`config.mk`:
```
export PLATFORM = sky130hd
export DESIGN_NAME = f1_reaction_timer_flat
export DESIGN_NICKNAME = d
export VERILOG_FILES = /design/src/rtl/f1_reaction_timer_if.sv /design/src/rtl/f1_reaction_timer.sv /design/src/flat_wrapper.sv
export SDC_FILE = /design/constraint.sdc
export NUM_CORES = 1
export LEC_CHECK = 0
export BUFFER_PORTS_ARGS = -buffer_cell sky130_fd_sc_hd__buf_2
export CAP_MARGIN = 30
export CORE_UTILIZATION = 53
export CTS_CLUSTER_DIAMETER = 50
export CTS_CLUSTER_SIZE = 20
export DETAILED_ROUTE_END_ITERATION = 7
export PLACE_DENSITY = 0.8
export SLEW_MARGIN = 20
export SYNTH_ARGS = -nofsm -noshare
export SYNTH_HDL_FRONTEND = slang
export SYNTH_SLANG_ARGS = --single-unit
```
`constraint.sdc`:
```
create_clock -name clk -period 4 [get_ports clk]
set_input_delay 0.6 -clock clk [delete_from_list [all_inputs] [get_ports clk]]
set_output_delay 0.6 -clock clk [all_outputs]
set_load 0.05 [all_outputs]
```
`src/rtl/f1_reaction_timer_if.sv`:
```
// f1_reaction_timer_if: start-light/button/result bundle between the sequence stage and the reaction timer.
// RT_BEST_TIME_EN adds the best_time result line.
interface f1_reaction_timer_if #(parameter int TIME_W = 16);
    logic              tick;
    logic [7:0]        lights_in;
    logic              btn;
    logic              hold_seq;
    logic [7:0]        lights_out;
    logic [TIME_W-1:0] reaction;
    logic              valid;
    logic              false_start;
`ifdef RT_BEST_TIME_EN
    logic [TIME_W-1:0] best_time;
`endif
    modport master (
`ifdef RT_BEST_TIME_EN
        input  best_time,
`endif
        output tick, lights_in, btn,
        input  hold_seq, lights_out, reaction, valid, false_start
    );
    modport slave (
`ifdef RT_BEST_TIME_EN
        output best_time,
`endif
        input  tick, lights_in, btn,
        output hold_seq, lights_out, reaction, valid, false_start
    );
endinterface

```
`src/rtl/f1_reaction_timer.sv`:
```
// f1_reaction_timer: holds the lights at 8'hFF for a pseudo-random delay, then times the button press.
// RT_BEST_TIME_EN adds a best_time register tracking the fastest clean reaction since reset.
module f1_reaction_timer #(
    parameter int         TIME_W    = 16,
    parameter int         MIN_DELAY = 2,
    parameter logic [6:0] SEED      = 7'h01
) (
    input logic              clk,
    input logic              rst,
    f1_reaction_timer_if.slave bus
);
    typedef enum logic [1:0] {IDLE, HOLD, GO, DONE} state_t;
    localparam logic [TIME_W-1:0] MAX = '1;
    state_t            state_q, state_d;
    logic [6:0]        lfsr_q, lfsr_d;
    logic [7:0]        dcnt_q, dcnt_d, lights_q, lights_d;
    logic [TIME_W-1:0] rcnt_q, rcnt_d, reaction_q, reaction_d, rcnt_inc;
    logic              valid_q, valid_d, fs_q, fs_d, full_q, btn_q;
    logic              full, full_edge, btn_edge;
`ifdef RT_BEST_TIME_EN
    logic [TIME_W-1:0] best_q, best_d;
    assign bus.best_time = best_q;
`endif
    assign full            = bus.lights_in == 8'hFF;
    assign full_edge       = full & ~full_q;
    assign btn_edge        = bus.btn & ~btn_q;
    assign rcnt_inc        = (rcnt_q == MAX) ? MAX : rcnt_q + TIME_W'(1);
    // Combinational so the sequence FSM freezes in the very cycle 8'hFF appears
    assign bus.hold_seq    = (state_q != IDLE) | full_edge;
    assign bus.lights_out  = lights_q;
    assign bus.reaction    = reaction_q;
    assign bus.valid       = valid_q;
    assign bus.false_start = fs_q;
    always_comb begin
        state_d    = state_q;
        lfsr_d     = lfsr_q;
        dcnt_d     = dcnt_q;
        rcnt_d     = rcnt_q;
        lights_d   = lights_q;
        reaction_d = reaction_q;
        fs_d       = fs_q;
        valid_d    = 1'b0;
`ifdef RT_BEST_TIME_EN
        best_d     = best_q;
`endif
        case (state_q)
            IDLE: begin
                lights_d = bus.lights_in;
                if (full_edge) begin
                    state_d = HOLD;
                    dcnt_d  = 8'(lfsr_q) + 8'(MIN_DELAY);
                    lfsr_d  = {lfsr_q[5:0], lfsr_q[6] ^ lfsr_q[5]};
                end
            end
            HOLD: begin
                lights_d = 8'hFF;
                dcnt_d   = bus.tick ? dcnt_q - 8'd1 : dcnt_q;
                // A jump start wins even when the delay expires in the same cycle
                if (btn_edge) begin
                    state_d    = DONE;
                    fs_d       = 1'b1;
                    reaction_d = '0;
                end else if (bus.tick && dcnt_q == 8'd1) begin
                    state_d = GO;
                    rcnt_d  = '0;
                end
            end
            GO: begin
                lights_d = 8'h00;
                rcnt_d   = bus.tick ? rcnt_inc : rcnt_q;
                if (btn_edge) begin
                    state_d    = DONE;
                    fs_d       = 1'b0;
                    reaction_d = bus.tick ? rcnt_inc : rcnt_q;
                end
            end
            DONE: begin
                lights_d = 8'h00;
                valid_d  = 1'b1;
                state_d  = IDLE;
`ifdef RT_BEST_TIME_EN
                best_d   = (!fs_q && reaction_q < best_q) ? reaction_q : best_q;
`endif
            end
            default: state_d = IDLE;
        endcase
    end
    always_ff @(posedge clk) begin
        if (rst) begin
            state_q    <= IDLE;
            lfsr_q     <= SEED;
            dcnt_q     <= '0;
            rcnt_q     <= '0;
            lights_q   <= '0;
            reaction_q <= '0;
            valid_q    <= 1'b0;
            fs_q       <= 1'b0;
            full_q     <= 1'b0;
            btn_q      <= 1'b0;
`ifdef RT_BEST_TIME_EN
            best_q     <= '1;
`endif
        end else begin
            state_q    <= state_d;
            lfsr_q     <= lfsr_d;
            dcnt_q     <= dcnt_d;
            rcnt_q     <= rcnt_d;
            lights_q   <= lights_d;
            reaction_q <= reaction_d;
            valid_q    <= valid_d;
            fs_q       <= fs_d;
            full_q     <= full;
            btn_q      <= bus.btn;
`ifdef RT_BEST_TIME_EN
            best_q     <= best_d;
`endif
        end
    end
endmodule

```
`src/flat_wrapper.sv`:
```
// flat-port wrapper written by rule: the top's interface ports become plain ports
module f1_reaction_timer_flat 
#(
    parameter int         TIME_W    = 16,
    parameter int         MIN_DELAY = 2,
    parameter logic [6:0] SEED      = 7'h01
)
  (clk, rst, bus_tick, bus_lights_in, bus_btn, bus_hold_seq, bus_lights_out, bus_reaction, bus_valid, bus_false_start);
  f1_reaction_timer_if #(.TIME_W(TIME_W)) bus_i ();
  input logic clk;
  input logic rst;
  input wire logic [$bits(bus_i.tick)-1:0] bus_tick;
  input wire logic [$bits(bus_i.lights_in)-1:0] bus_lights_in;
  input wire logic [$bits(bus_i.btn)-1:0] bus_btn;
  output wire logic [$bits(bus_i.hold_seq)-1:0] bus_hold_seq;
  output wire logic [$bits(bus_i.lights_out)-1:0] bus_lights_out;
  output wire logic [$bits(bus_i.reaction)-1:0] bus_reaction;
  output wire logic [$bits(bus_i.valid)-1:0] bus_valid;
  output wire logic [$bits(bus_i.false_start)-1:0] bus_false_start;
  assign bus_i.tick = bus_tick;
  assign bus_i.lights_in = bus_lights_in;
  assign bus_i.btn = bus_btn;
  assign bus_hold_seq = bus_i.hold_seq;
  assign bus_lights_out = bus_i.lights_out;
  assign bus_reaction = bus_i.reaction;
  assign bus_valid = bus_i.valid;
  assign bus_false_start = bus_i.false_start;
  f1_reaction_timer #(.TIME_W(TIME_W), .MIN_DELAY(MIN_DELAY), .SEED(SEED)) u_core (.clk(clk), .rst(rst), .bus(bus_i));
endmodule
```
==> metrics.csv <==
metric,value,unit
cts_resized,0,
fillers,487,
io_pins,39,
grt_use_total,24.9,%
clock_path_buffers,2,
io_buffers,38,
cts_made_buffers,9,
timing.final.crit_share,66.3,%
r2r-end,u_core.rcnt_q[3],
hold_viol,0,
skew,11.7,ps
end_kind,flop,
cts.clk_slew.worst_paths,80,ps
p_sw_share,34.3,%
synth_seq_cells,61,
grt_max_degree,52,
setup_violations,0,
layout-drive-gt1-share,18.4,%
n_antenna_cell,0,
post-route-min-period,2650,ps
arrival,2900,ps
cp_slowest_cell,ha_1,
dr_wl_met3,444,um
syn_avg_cell_area,8.41,um2
max_stage_delay,550,ps
clockRootBuffer,clkbuf_8,
h-tree-depth,3,
vias_per_cell,6.09,
path_buf_inv,2,
die_area,6230,um2
insertion_delay,340,ps
hold_ws,451,ps
required,4250,ps
critPathMaxFanout,18,
cts_tree,done,
area_delta_synth_final,14.2,%
grt-ovfl-total,0,
synth-edff-count,0,
worstRegToRegCells,7,
die_w,78.9,um
async_flop_share,0,%
antenna_found_initial,0,
syn_nets,394,
top_layer_used,met4,
finalSetupTns,0,ps
clock-sinks,61,
path_cells,inv_1 > ha_1 > clkinv_1 > a31oi_1 > nand2b_1 > nand2_1 > a211oi_1,
outcome,finished clean,
p_switching,0.628,mW
fin_nets,423,
row_count,27,
coreArea,5610,um2
hold-path-cell-count,2,
hold_start,u_core.bus.reaction[4],
p_leak,1.36,nW
cts_hold_buf,0,
routedWlPerCell,15.3,um
start_kind,flop,
syn-cell-area,3140,um2
yosysWarningCount,0,
drc,0,
rsz0062_at_grt,no,
fmax,377,MHz
ir_worst_vdd,0.282,mV
clkPwrFrac,36.8,%
ant_nets,0,
final_max_slew_viol_count,0,
wirelength,7.31,mm
internal-power,1.20,mW
ys_types,59,
die_y,78.9,um
crit_family,simple AND/OR/NAND/NOR gates,
vias,2919,
wl_met1,3.40,mm
grt_pass1_wl,12.1,mm
gp_congestion,0.932,
dp_hpwl,4.89,mm
power.density,510,nW/um2
crit_type,reg2reg,
slew_headroom,39.0,%
drt_iter0_markers,206,
post-cts-setup-buffers,0,
hp-class,reg2reg,
seq_power_share,36.5,%
seq_area_frac_synth,38.9,%
ff2ff_setup_slack,1350,ps
synth-main-ff-cell,dfxtp_1,
firstDrtPassIters,5,
grt_pass1_vias,2598,
comb_power_share,26.6,%
maxCapViolations,0,
initial_core_util,55.9,%
syn_inst,373,
holdPathEnd,u_core.bus.reaction[4],
dr_wl_met2,3.29,mm
worst_pin_slew,915,ps
r2r-start,u_core.state_q[1],
-- stage by stage --
step | util (%) | instance area (um2) | cells | setup slack [ps] | power [mW]
final | 63.9 | 3580 | 479 | 1350 | 1.83
after global routing | 63.9 | 3580 | 479 | 1110 | 1.91
after CTS | 63.9 | 3580 | 479 | 1350 | 1.83
after detailed placement | 59.5 | 3340 | 463 | 1430 | 1.15
after global placement | 59.4 | 3330 | 462 | 1530 | 1.14
after floorplan | - | 3140 | 373 | 1000 | 1.05
-- cells in the final DEF, fill, tap and decap left out, types with 4 or more instances in the layout --
cell      instances
dfxtp_1          61
a21oi_1          46
nand2_1          41
buf_2            39
nor2_1           27
nand3_1          16
o21ai_0          15
nor3_1           10
inv_1             9
ha_1              9
clkbuf_8          9
nand2b_1          8
mux2i_1           8
nor2b_1           6
xor2_1            6
a211oi_1          6
nand4_1           5
a31oi_1           5
xnor2_1           5
nor4_1            5
nand3b_1          4
o32ai_1           4
-- area by class of cell --
type	instances	area, um2	area share [%]
repair buffers	42	218	6.08
clock buffers	9	124	3.46
well taps	72	90.1	2.51
clock inverters	7	123	3.42
flip-flops and latches	61	1220	34.1
inverters	10	37.5	1.05
multi-input cells	278	1770	49.4
-- flip-flops by register name, indices dropped and copies added, names as in the netlist --
name and cells:
u_core.bus.reaction 16, u_core.lfsr_q 7, u_core.rcnt_q 16, u_core.dcnt_q 8, u_core.full_q 1, u_core.bus.valid 1
u_core.btn_q 1, u_core.bus.lights_out 8, u_core.state_q 2, u_core.bus.false_start 1
-- how the worst max path moves through the flow --
stage / from / endpoint / slack, ps / cells past startpoint
after global placement: u_core.state_q[1] / u_core.rcnt_q[15] / 1530 / 8
after global routing: u_core.state_q[1] / u_core.rcnt_q[3] / 1110 / 7
after detailed placement: u_core.state_q[1] / u_core.rcnt_q[3] / 1430 / 7
after CTS: u_core.state_q[1] / u_core.rcnt_q[3] / 1350 / 7
after floorplan: bus_lights_in[6] / u_core.state_q[0] / 1000 / 5
final: u_core.state_q[1] / u_core.rcnt_q[3] / 1350 / 7
-- routing by layer --
| metal | up-vias | GRT usage, % |
|---|---|---|
| met1 | 1372 | 32.8 |
| met4 | 0 | 11.8 |
| met5 | - | 0 |
| met2 | 102 | 38.9 |
| met3 | 22 | 4.83 |
| li1 | 1423 | - |
-- power groups by stage --
stage          Sequential [mW]  Clock [mW]  Combinational, mW
2_1_floorplan            0.744           0              0.308
3_3_place_gp             0.681           0              0.464
3_5_place_dp             0.682           0              0.472
4_1_cts                  0.668       0.678              0.482
5_1_grt                  0.673       0.701              0.533
6_report                 0.668       0.673              0.487
-- logic make-up (layout without fill, tap and decap cells) --
kind of cell	count (synthesis)	count (layout)	synth area share (%)
fa+ha+maj	9	9	3.59
buf+inv	34	68	4.83
compound gates	106	106	21.5
simple gates	141	141	24.5
mux	11	11	3.63
flops	61	61	38.9
xor+xnor	11	11	3.07
-- tightest hold or removal path, cell delays in order, from the launching register on --
cell and delay [ps]:
dfxtp_1 310, nand2_1 50, a21oi_1 50
-- Yosys cell counts, types with 2 or more instances --
cell type | n | area (um2)
a31oi_1 | 5 | 31.3
nand3_1 | 16 | 80.1
a211oi_1 | 6 | 45.0
buf_4 | 2 | 15.0
xor2_1 | 6 | 52.6
o21a_1 | 2 | 15.0
nand2_1 | 41 | 154
mux2i_1 | 8 | 80.1
a31o_2 | 3 | 26.3
nor3_1 | 10 | 50.1
clkbuf_1 | 16 | 60.1
o32ai_1 | 4 | 35.0
nor4_1 | 5 | 31.3
dfxtp_1 | 61 | 1220
nor2b_1 | 6 | 37.5
mux2_2 | 3 | 33.8
and3_1 | 2 | 12.5
a22oi_1 | 2 | 15.0
nor4_4 | 2 | 42.5
o211ai_1 | 3 | 22.5
o311ai_0 | 2 | 17.5
o31ai_1 | 3 | 22.5
ha_1 | 9 | 113
a211o_1 | 3 | 26.3
nand3b_1 | 4 | 30.0
and4_1 | 2 | 17.5
xnor2_1 | 5 | 43.8
o21ai_0 | 15 | 75.1
nand2b_1 | 8 | 50.1
buf_2 | 4 | 20.0
nor2_1 | 27 | 101
or2_2 | 2 | 12.5
a21oi_1 | 46 | 230
a41oi_1 | 3 | 26.3
nand4_1 | 5 | 31.3
inv_1 | 9 | 33.8
(Power assumes the default switching activity.)
